## config.mk

```make
export PLATFORM = sky130hd
export DESIGN_NAME = regfile_sb
export DESIGN_NICKNAME = d
export VERILOG_FILES = /design/src/rtl/regfile_sb.sv
export SDC_FILE = /design/constraint.sdc
export NUM_CORES = 2
export LEC_CHECK = 0
export CORE_MARGIN = 2
export CORE_UTILIZATION = 55
export CTS_BUF_LIST = sky130_fd_sc_hd__clkbuf_16
export DETAILED_ROUTE_END_ITERATION = 16
export PLACE_DENSITY = 0.72
export SKIP_CTS_REPAIR_TIMING = 1
export SLEW_MARGIN = 40
export SYNTH_ARGS = -nofsm -noshare
export SYNTH_HDL_FRONTEND = slang
export SYNTH_SLANG_ARGS = --single-unit
```

## constraint.sdc

```tcl
create_clock -name clk -period 7.9 [get_ports clk]
set_clock_uncertainty 0.15 [all_clocks]
set_input_delay 1.185 -clock clk [delete_from_list [all_inputs] [get_ports clk]]
set_output_delay 1.185 -clock clk [all_outputs]
set_load 0.005 [all_outputs]
```

## src/rtl/regfile_sb.sv

```systemverilog
// Register file with per-register pending-write scoreboard (busy bits + busy count).
// Optional same-cycle writeback forwarding is enabled by defining REGFILE_SB_BYPASS_EN.
module regfile_sb #(
    parameter  int XLEN = 32,
    parameter  int NREG = 32,
    localparam int AW   = $clog2(NREG)
) (
    input  logic            clk,
    input  logic            rst_n,
    input  logic            we,
    input  logic [AW-1:0]   rd,
    input  logic [XLEN-1:0] wd,
    input  logic [AW-1:0]   rs1,
    input  logic [AW-1:0]   rs2,
    output logic [XLEN-1:0] rd1,
    output logic [XLEN-1:0] rd2,
    input  logic            iss_valid,
    input  logic [AW-1:0]   iss_rd,
    output logic            rs1_busy,
    output logic            rs2_busy,
    output logic            iss_rd_busy,
    output logic [AW:0]     busy_cnt
);

    localparam logic [AW-1:0]   ZERO_ADDR = {AW{1'b0}};
    localparam logic [XLEN-1:0] ZERO_DATA = {XLEN{1'b0}};

    logic [XLEN-1:0] regs_q [NREG];
    logic [NREG-1:0] busy_q;
    logic [NREG-1:0] busy_d;
    logic [AW:0]     cnt_q;
    logic [AW:0]     cnt_d;

    logic            wr_en_s;
    logic            iss_en_s;
    logic            cnt_inc_s;
    logic            cnt_dec_s;
    logic [XLEN-1:0] arr_rd1_s;
    logic [XLEN-1:0] arr_rd2_s;
    logic            arr_rs1_busy_s;
    logic            arr_rs2_busy_s;

    function automatic logic [AW:0] next_count(input logic [AW:0] cnt,
                                               input logic        inc,
                                               input logic        dec);
        return cnt + {{AW{1'b0}}, inc} - {{AW{1'b0}}, dec};
    endfunction

    assign wr_en_s  = we && (rd != ZERO_ADDR);
    assign iss_en_s = iss_valid && (iss_rd != ZERO_ADDR);

    // Register array write port; entry 0 is never written because wr_en_s excludes it.
    always_ff @(posedge clk or negedge rst_n) begin
        if (!rst_n) begin
            for (int i = 0; i < NREG; i++) begin
                regs_q[i] <= ZERO_DATA;
            end
        end else if (wr_en_s) begin
            regs_q[rd] <= wd;
        end
    end

    // Busy-bit next state: clear on writeback first, so a same-register issue wins.
    always_comb begin
        busy_d = busy_q;
        if (wr_en_s) begin
            busy_d[rd] = 1'b0;
        end else begin
            busy_d = busy_d;
        end
        if (iss_en_s) begin
            busy_d[iss_rd] = 1'b1;
        end else begin
            busy_d = busy_d;
        end
        busy_d[0] = 1'b0;
    end

    // Count only real transitions: a re-issue or a writeback to an idle register is neutral.
    always_comb begin
        cnt_inc_s = 1'b0;
        cnt_dec_s = 1'b0;
        if (iss_en_s && !busy_q[iss_rd]) begin
            cnt_inc_s = 1'b1;
        end else begin
            cnt_inc_s = 1'b0;
        end
        if (wr_en_s && busy_q[rd] && !(iss_en_s && (iss_rd == rd))) begin
            cnt_dec_s = 1'b1;
        end else begin
            cnt_dec_s = 1'b0;
        end
        cnt_d = next_count(cnt_q, cnt_inc_s, cnt_dec_s);
    end

    // Scoreboard state registers.
    always_ff @(posedge clk or negedge rst_n) begin
        if (!rst_n) begin
            busy_q <= {NREG{1'b0}};
            cnt_q  <= {(AW+1){1'b0}};
        end else begin
            busy_q <= busy_d;
            cnt_q  <= cnt_d;
        end
    end

    // Array read ports and raw busy lookups; address 0 is forced to zero / not busy.
    always_comb begin
        arr_rd1_s      = (rs1 == ZERO_ADDR) ? ZERO_DATA : regs_q[rs1];
        arr_rd2_s      = (rs2 == ZERO_ADDR) ? ZERO_DATA : regs_q[rs2];
        arr_rs1_busy_s = (rs1 == ZERO_ADDR) ? 1'b0 : busy_q[rs1];
        arr_rs2_busy_s = (rs2 == ZERO_ADDR) ? 1'b0 : busy_q[rs2];
        iss_rd_busy    = (iss_rd == ZERO_ADDR) ? 1'b0 : busy_q[iss_rd];
    end

`ifdef REGFILE_SB_BYPASS_EN
    // Forward the in-flight writeback to matching readers and hide its busy bit.
    always_comb begin
        if (wr_en_s && (rd == rs1)) begin
            rd1      = wd;
            rs1_busy = 1'b0;
        end else begin
            rd1      = arr_rd1_s;
            rs1_busy = arr_rs1_busy_s;
        end
        if (wr_en_s && (rd == rs2)) begin
            rd2      = wd;
            rs2_busy = 1'b0;
        end else begin
            rd2      = arr_rd2_s;
            rs2_busy = arr_rs2_busy_s;
        end
    end
`else
    assign rd1      = arr_rd1_s;
    assign rd2      = arr_rd2_s;
    assign rs1_busy = arr_rs1_busy_s;
    assign rs2_busy = arr_rs2_busy_s;
`endif

    assign busy_cnt = cnt_q;

endmodule

```

**Yosys cells after proc, flatten, opt, wreduce, memory -nomap -nowiden**

Cells that the tools add are included.
Widths: inputs -> output; s select.

- Input port bits: 56
- Register bits: 1,061
- Bits in latches: 0
- Logic and storage cells: 99
- Memories: 0
- ROM bits: 0
- Memory bits (writable): 0
- Output and inout bits: 73

- Eq/ne operators: 1
- Shifts and indexed selects: 0
- Div/mod/pow operators: 0
- Multipliers: 0
- Multiplexer cells: 30
- $add $sub $neg: 2
- Bitwise gates (word level): 6
- Magnitude comparators: 10
- Reduce and logical (&&, ||, !) cells: 16

Operators with widths:

| operator | number |
|---|---|
| $bwmux 1024 | 1 |
| $bmux 32 s5 | 2 |
| $mux 32 | 9 |
| $demux 32 s5 | 1 |
| $and 32x32->32 | 1 |
| $not 32->32 | 1 |
| $or 32x32->32 | 1 |
| $lt 5x6->1 const B | 4 |
| $bmux 1 s5 | 4 |
| $ge 6x6->1 const B | 3 |
| $not 5->6 | 3 |
| $logic_not 5->1 | 3 |
| $mux 1 | 11 |
| $demux 1 s5 | 2 |
| $ge 5x1->1 const B | 2 |
| $reduce_bool 5->1 | 2 |
| $logic_and 1x1->1 | 9 |
| $add 6x1->6 | 1 |
| $lt 6x1->1 const B | 1 |
| $sub 6x1->6 | 1 |
| $eq 5x5->1 | 1 |
| $logic_not 1->1 | 2 |

**Longest topological paths before layout**

- Depth in word-level cells: 9
- Depth in mapped cells: 15
- Depth with buffers taken out: 13

**Least setup slack after synthesis**

Ideal clock, no wire load.

- Path kind: in2reg
- Start: input port iss_rd[0]
- End: register cnt_q[5], in the netlist busy_cnt[5]
- Arrival time: 3,877 ps
- Cell stages on the path: 12
- Required time: 7,663 ps
- Path slack: 3,786 ps
- Library setup time: 87 ps
- Buffers on the path: 1
- Cells stage by stage: buf_2 > mux4_2 > a22o_1 > a211oi_1 > nand4_1 > ha_1 > inv_1 > ha_1 > a21o_1 > a21o_1 > a2111o_1 > o211ai_1

- Word-level cells in the longest chain between the ends: 7
- Elaborated cells on any way between the ends: 14
- Those cells by class: add/sub: 2; eq/ne: 1; mux: 4; reduce/logical: 7

Ends and longest elaborated chain:

| what | line | text |
|---|---|---|
| start: declaration | 18 | `input logic [AW-1:0] iss_rd,` |
| $bmux 1 s5 or $reduce_bool 5->1 (tied branches) | 83, 50 |  |
| $mux 1 (implied by the code) or $logic_and 1x1->1 (tied branches) | 83, 50 |  |
| $logic_not 1->1 or $logic_and 1x1->1 (tied branches) | 83, 88 |  |
| $logic_and 1x1->1 or $logic_not 1->1 (tied branches) | 83, 88 |  |
| $mux 1 or $logic_and 1x1->1 (tied branches) | 83, 88 |  |
| $add 6x1->6 or $mux 1 (tied branches) | 46, 88 |  |
| $sub 6x1->6 * | 46 | `return cnt + {{AW{1'b0}}, inc} - {{AW{1'b0}}, dec};` |
| named net cnt_d[5] | 32 | `logic [AW:0] cnt_d;` |
| end signal: assignment | 100 | `cnt_q <= {(AW+1){1'b0}};` |
| end signal: assignment | 103 | `cnt_q <= cnt_d;` |
| end: declaration | 31 | `logic [AW:0] cnt_q;` |

The timed path passes the listed nets; every way through them passes the cells marked *. The select of a mux whose other input is x is not followed.
A chain may end at the register's enable or synchronous reset.

**Worst setup path after layout**

- Start: input port rs2[2]
- End: output port rd2[31]

- Word-level cells in the longest chain between the ends: 5
- Elaborated cells on any way between the ends: 6
- Those cells by class: mux: 4; bitwise: 1; reduce/logical: 1

Ends and longest elaborated chain:

| what | line | text |
|---|---|---|
| start: declaration | 14 | `input logic [AW-1:0] rs2,` |
| $not 5->6 (implied by the code) | 110 | `arr_rd2_s = (rs2 == ZERO_ADDR) ? ZERO_DATA : regs_q[rs2];` |
| $bmux 32 s5 | 110 |  |
| $mux 32 (implied by the code) (2 in a row) | 110 |  |
| $mux 32 * | 110 |  |
| end: declaration | 16 | `output logic [XLEN-1:0] rd2,` |

Every way passes the cells marked *; elsewhere a longest branch is shown, timed or not. The select of a mux whose other input is x is not followed.

==> load_flow_metrics.sql <==
INSERT INTO impl_metrics (metric_group, metric, value, unit) VALUES
('cells_and_area', 'final_net_count', '3815', ''),
('clock_tree', 'tritoncts_num_sinks', '1061', ''),
('floorplan', 'row_count', '118', ''),
('sta', 'finalHoldViolCount', '0', ''),
('sta', 'max_freq', '166', 'MHz'),
('synth', 'post_synth_edffs', '0', ''),
('clock_tree', 'h-tree-depth', '3', ''),
('min_path', 'hp-class', 'reg -> reg', ''),
('power', 'switching_power', '4.42', 'mW'),
('drt', 'postRouteWirelength', '173000', 'um'),
('drt', 'detailroute.via_count', '37242', ''),
('drt', 'route.detailed.drc', '0', ''),
('sta', 'final_min_period_over_clock_period', '0.762', ''),
('cells_and_area', 'finish.utilization', '0.610', ''),
('synth', 'synthesis.instances', '3860', ''),
('synth', 'post_synth.cell_area_avg', '14.9', 'um2'),
('power', 'power_switching_share', '0.276', ''),
('power', 'static-leakage-power', '27.1', 'nW'),
('floorplan', 'die_width', '327', 'um'),
('status', 'outcome', 'completed', ''),
('grt', 'pin_count_of_the_biggest_net_entering_global_routing', '137', ''),
('cells_and_area', 'final_layout_size_suffix_gt1_frac', '0.481', ''),
('critical_path', 'slack_of_the_worst_reg_to_reg_path', '4480', 'ps'),
('drt', 'highest-signal-layer', 'met5', ''),
('sta', 'timing.slew.headroom', '0.373', ''),
('synth', 'post_synth_main_area_contributors', 'dfrtp_1 46%, mux2_2 20%, mux4_2 19%', ''),
('floorplan', 'effective_utilization_at_floorplan', '0.555', ''),
('power', 'cellPowerDensity', '254', 'nW/um2'),
('critical_path', 'worst_setup_path_startpoint', 'rs2[2]', ''),
('cells_and_area', 'final-seq-area', '26600', 'um2'),
('synth', 'asr_flop_ratio_synth', '1.00', ''),
('synth', 'syn_area', '57500', 'um2'),
('drt', 'drtPass1Iterations', '7', ''),
('cells_and_area', 'n_fill_cell', '7791', ''),
('synth', 'synth.lib_cells_used.distinct', '61', ''),
('sta', 'worstMarginPinSlew', '934', 'ps'),
('min_path', 'timing.hold.worst.start', 'regs_q[1006]', ''),
('drt', 'detail_route.wirelength.met1', '71000', 'um'),
('synth', 'ys_warn_count', '0', ''),
('synth', 'post-synth-top-area-cell', 'dfrtp_1', ''),
('place', 'dp_hpwl', '96900', 'um'),
('critical_path', 'critPathMaxFanout', '79', ''),
('cells_and_area', 'commonest_cells_after_routing_fill_and_taps_aside', '1061 x dfrtp_1, 1007 x mux2_2, 473 x mux4_2', ''),
('clock_tree', 'insertion_delay', '720', 'ps'),
('drt', 'route.detailed.vias_per_inst', '7.12', ''),
('cells_and_area', 'final_common_cell', 'dfrtp_1', ''),
('floorplan', 'fp.dieArea', '107000', 'um2'),
('cells_and_area', 'multi_input_area', '28800', 'um2'),
('drt', 'postRouteAntennaNets', '0', ''),
('clock_tree', 'cts_tree', 'built', ''),
('clock_tree', 'max-clock-path-buffers', '3', ''),
('drt', 'dr_wl_met3', '17000', 'um'),
('drt', 'routed_wire_length_per_instance', '33.1', 'um'),
('power', 'ir_drop', '0.000179', 'V'),
('floorplan', 'coreArea', '104000', 'um2'),
('sta', 'rsz0062_at_grt', 'false', ''),
('flow_run', 'maxCapViolations', '0', ''),
('sta', 'post-route-worst-setup-slack', '1880', 'ps'),
('grt', 'grt_antenna_before_repair', '7', ''),
('grt', 'grt_util_all_layers', '0.326', ''),
('drt', 'route.met2.wl', '78000', 'um'),
('place', 'routability_congestion_estimate', '0.848', ''),
('critical_path', 'critical_path_class', 'in -> out', ''),
('critical_path', 'end_kind', 'primary output', ''),
('synth', 'register_bit_count_reported_by_yosys', '1061', ''),
('synth', 'ys_seq_area_frac', '0.462', ''),
('floorplan', 'ios', '129', ''),
('synth', 'mapped_nets', '3923', ''),
('synth', 'yosys_most_used_dff', 'dfrtp_1', ''),
('grt', 'grt_remaining_overflow', '0', ''),
('grt', 'grt_first_pass_wirelength', '258000', 'um');
sequential cells by signal (all words and copies together), names as in the netlist:
register,count
regs_q,1024
busy_q,31
busy_cnt,6
synthesized netlist by cell type (all sizes together), types with 2 or more instances:
cell type and number:
buf 244, a211oi 65, a221o 2, xnor2 2, a221oi 50, nor2 26
inv 12, a22o 11, nand3 6, o21ai 139, nor3b 5, a21o 3
o2111ai 18, mux2 1060, and3b 5, clkbuf 205, xor2 7, a311oi 66
nor2b 70, o2bb2ai 5, a32o 3, dfrtp 1061, a22oi 68, o211ai 2
nand3b 7, mux2i 136, nand2b 4, a21oi 8, and2 2, nor3 4
mux4 473, and3 4, nand2 65, or2 6, or4 2, ha 6
per-layer routing:
layer	up-vias	global-route usage
met1	20123	0.466
li1	14788	-
met4	8	0.125
met2	1929	0.489
met3	394	0.0773
met5	-	0
power by group through the flow:
stage	Combinational [mW]	Sequential [mW]	Clock, mW
finish	3.39	7.28	5.38
global route	3.62	7.40	5.66
CTS	3.38	7.24	5.43
detailed placement	3.36	7.33	0
global placement	3.28	7.25	0
floorplan	2.55	7.06	0
critical path, cell delays in order:
cell             delay [ps]
buf_8                   570
buf_4                   760
mux2i_1                 160
a221oi_1                380
o21ai_0                 140
a311oi_1                690
clkdlybuf4s50_1         650
stage by stage:
step           instance area, um2  power [mW]  cells  hold slack (ps)
2_1_floorplan               57500        9.61   3860              291
3_3_place_gp                59000        10.5   4995              226
3_5_place_dp                59400        10.7   5010              234
4_1_cts                     63100        16.0   5219              247
5_1_grt                     63200        16.7   5225              257
6_report                    63200        16.0   5229              240
logic make-up after synthesis:
family / count (synthesis) / synth area share
mux: 1669 / 0.417
flops: 1061 / 0.462
buf+inv: 461 / 0.0424
compound gates: 446 / 0.0554
simple gates: 207 / 0.0208
xor+xnor: 9 / 0.00137
fa+ha+maj: 7 / 0.00165
final cells by class:
cell class	count	share of cell area
antenna	4	0.000158
clock buffer	116	0.0459
clock inverter	93	0.0126
inverter	12	0.000792
multi-input combinational	2338	0.456
sequential	1061	0.420
tap	1380	0.0273
timing repair buffer	225	0.0369
final timing paths:
kind / end / depth (start not counted)
worst max-delay path: rd2[31] / 7
worst min-delay path: regs_q[1006] / 0
worst max register to register: busy_cnt[4] / 13
worst min register to register: regs_q[1006] / 0
max in group asynchronous: regs_q[937] / 3
min in group asynchronous: regs_q[246] / 1
Power figures use the tool's default switching activity.
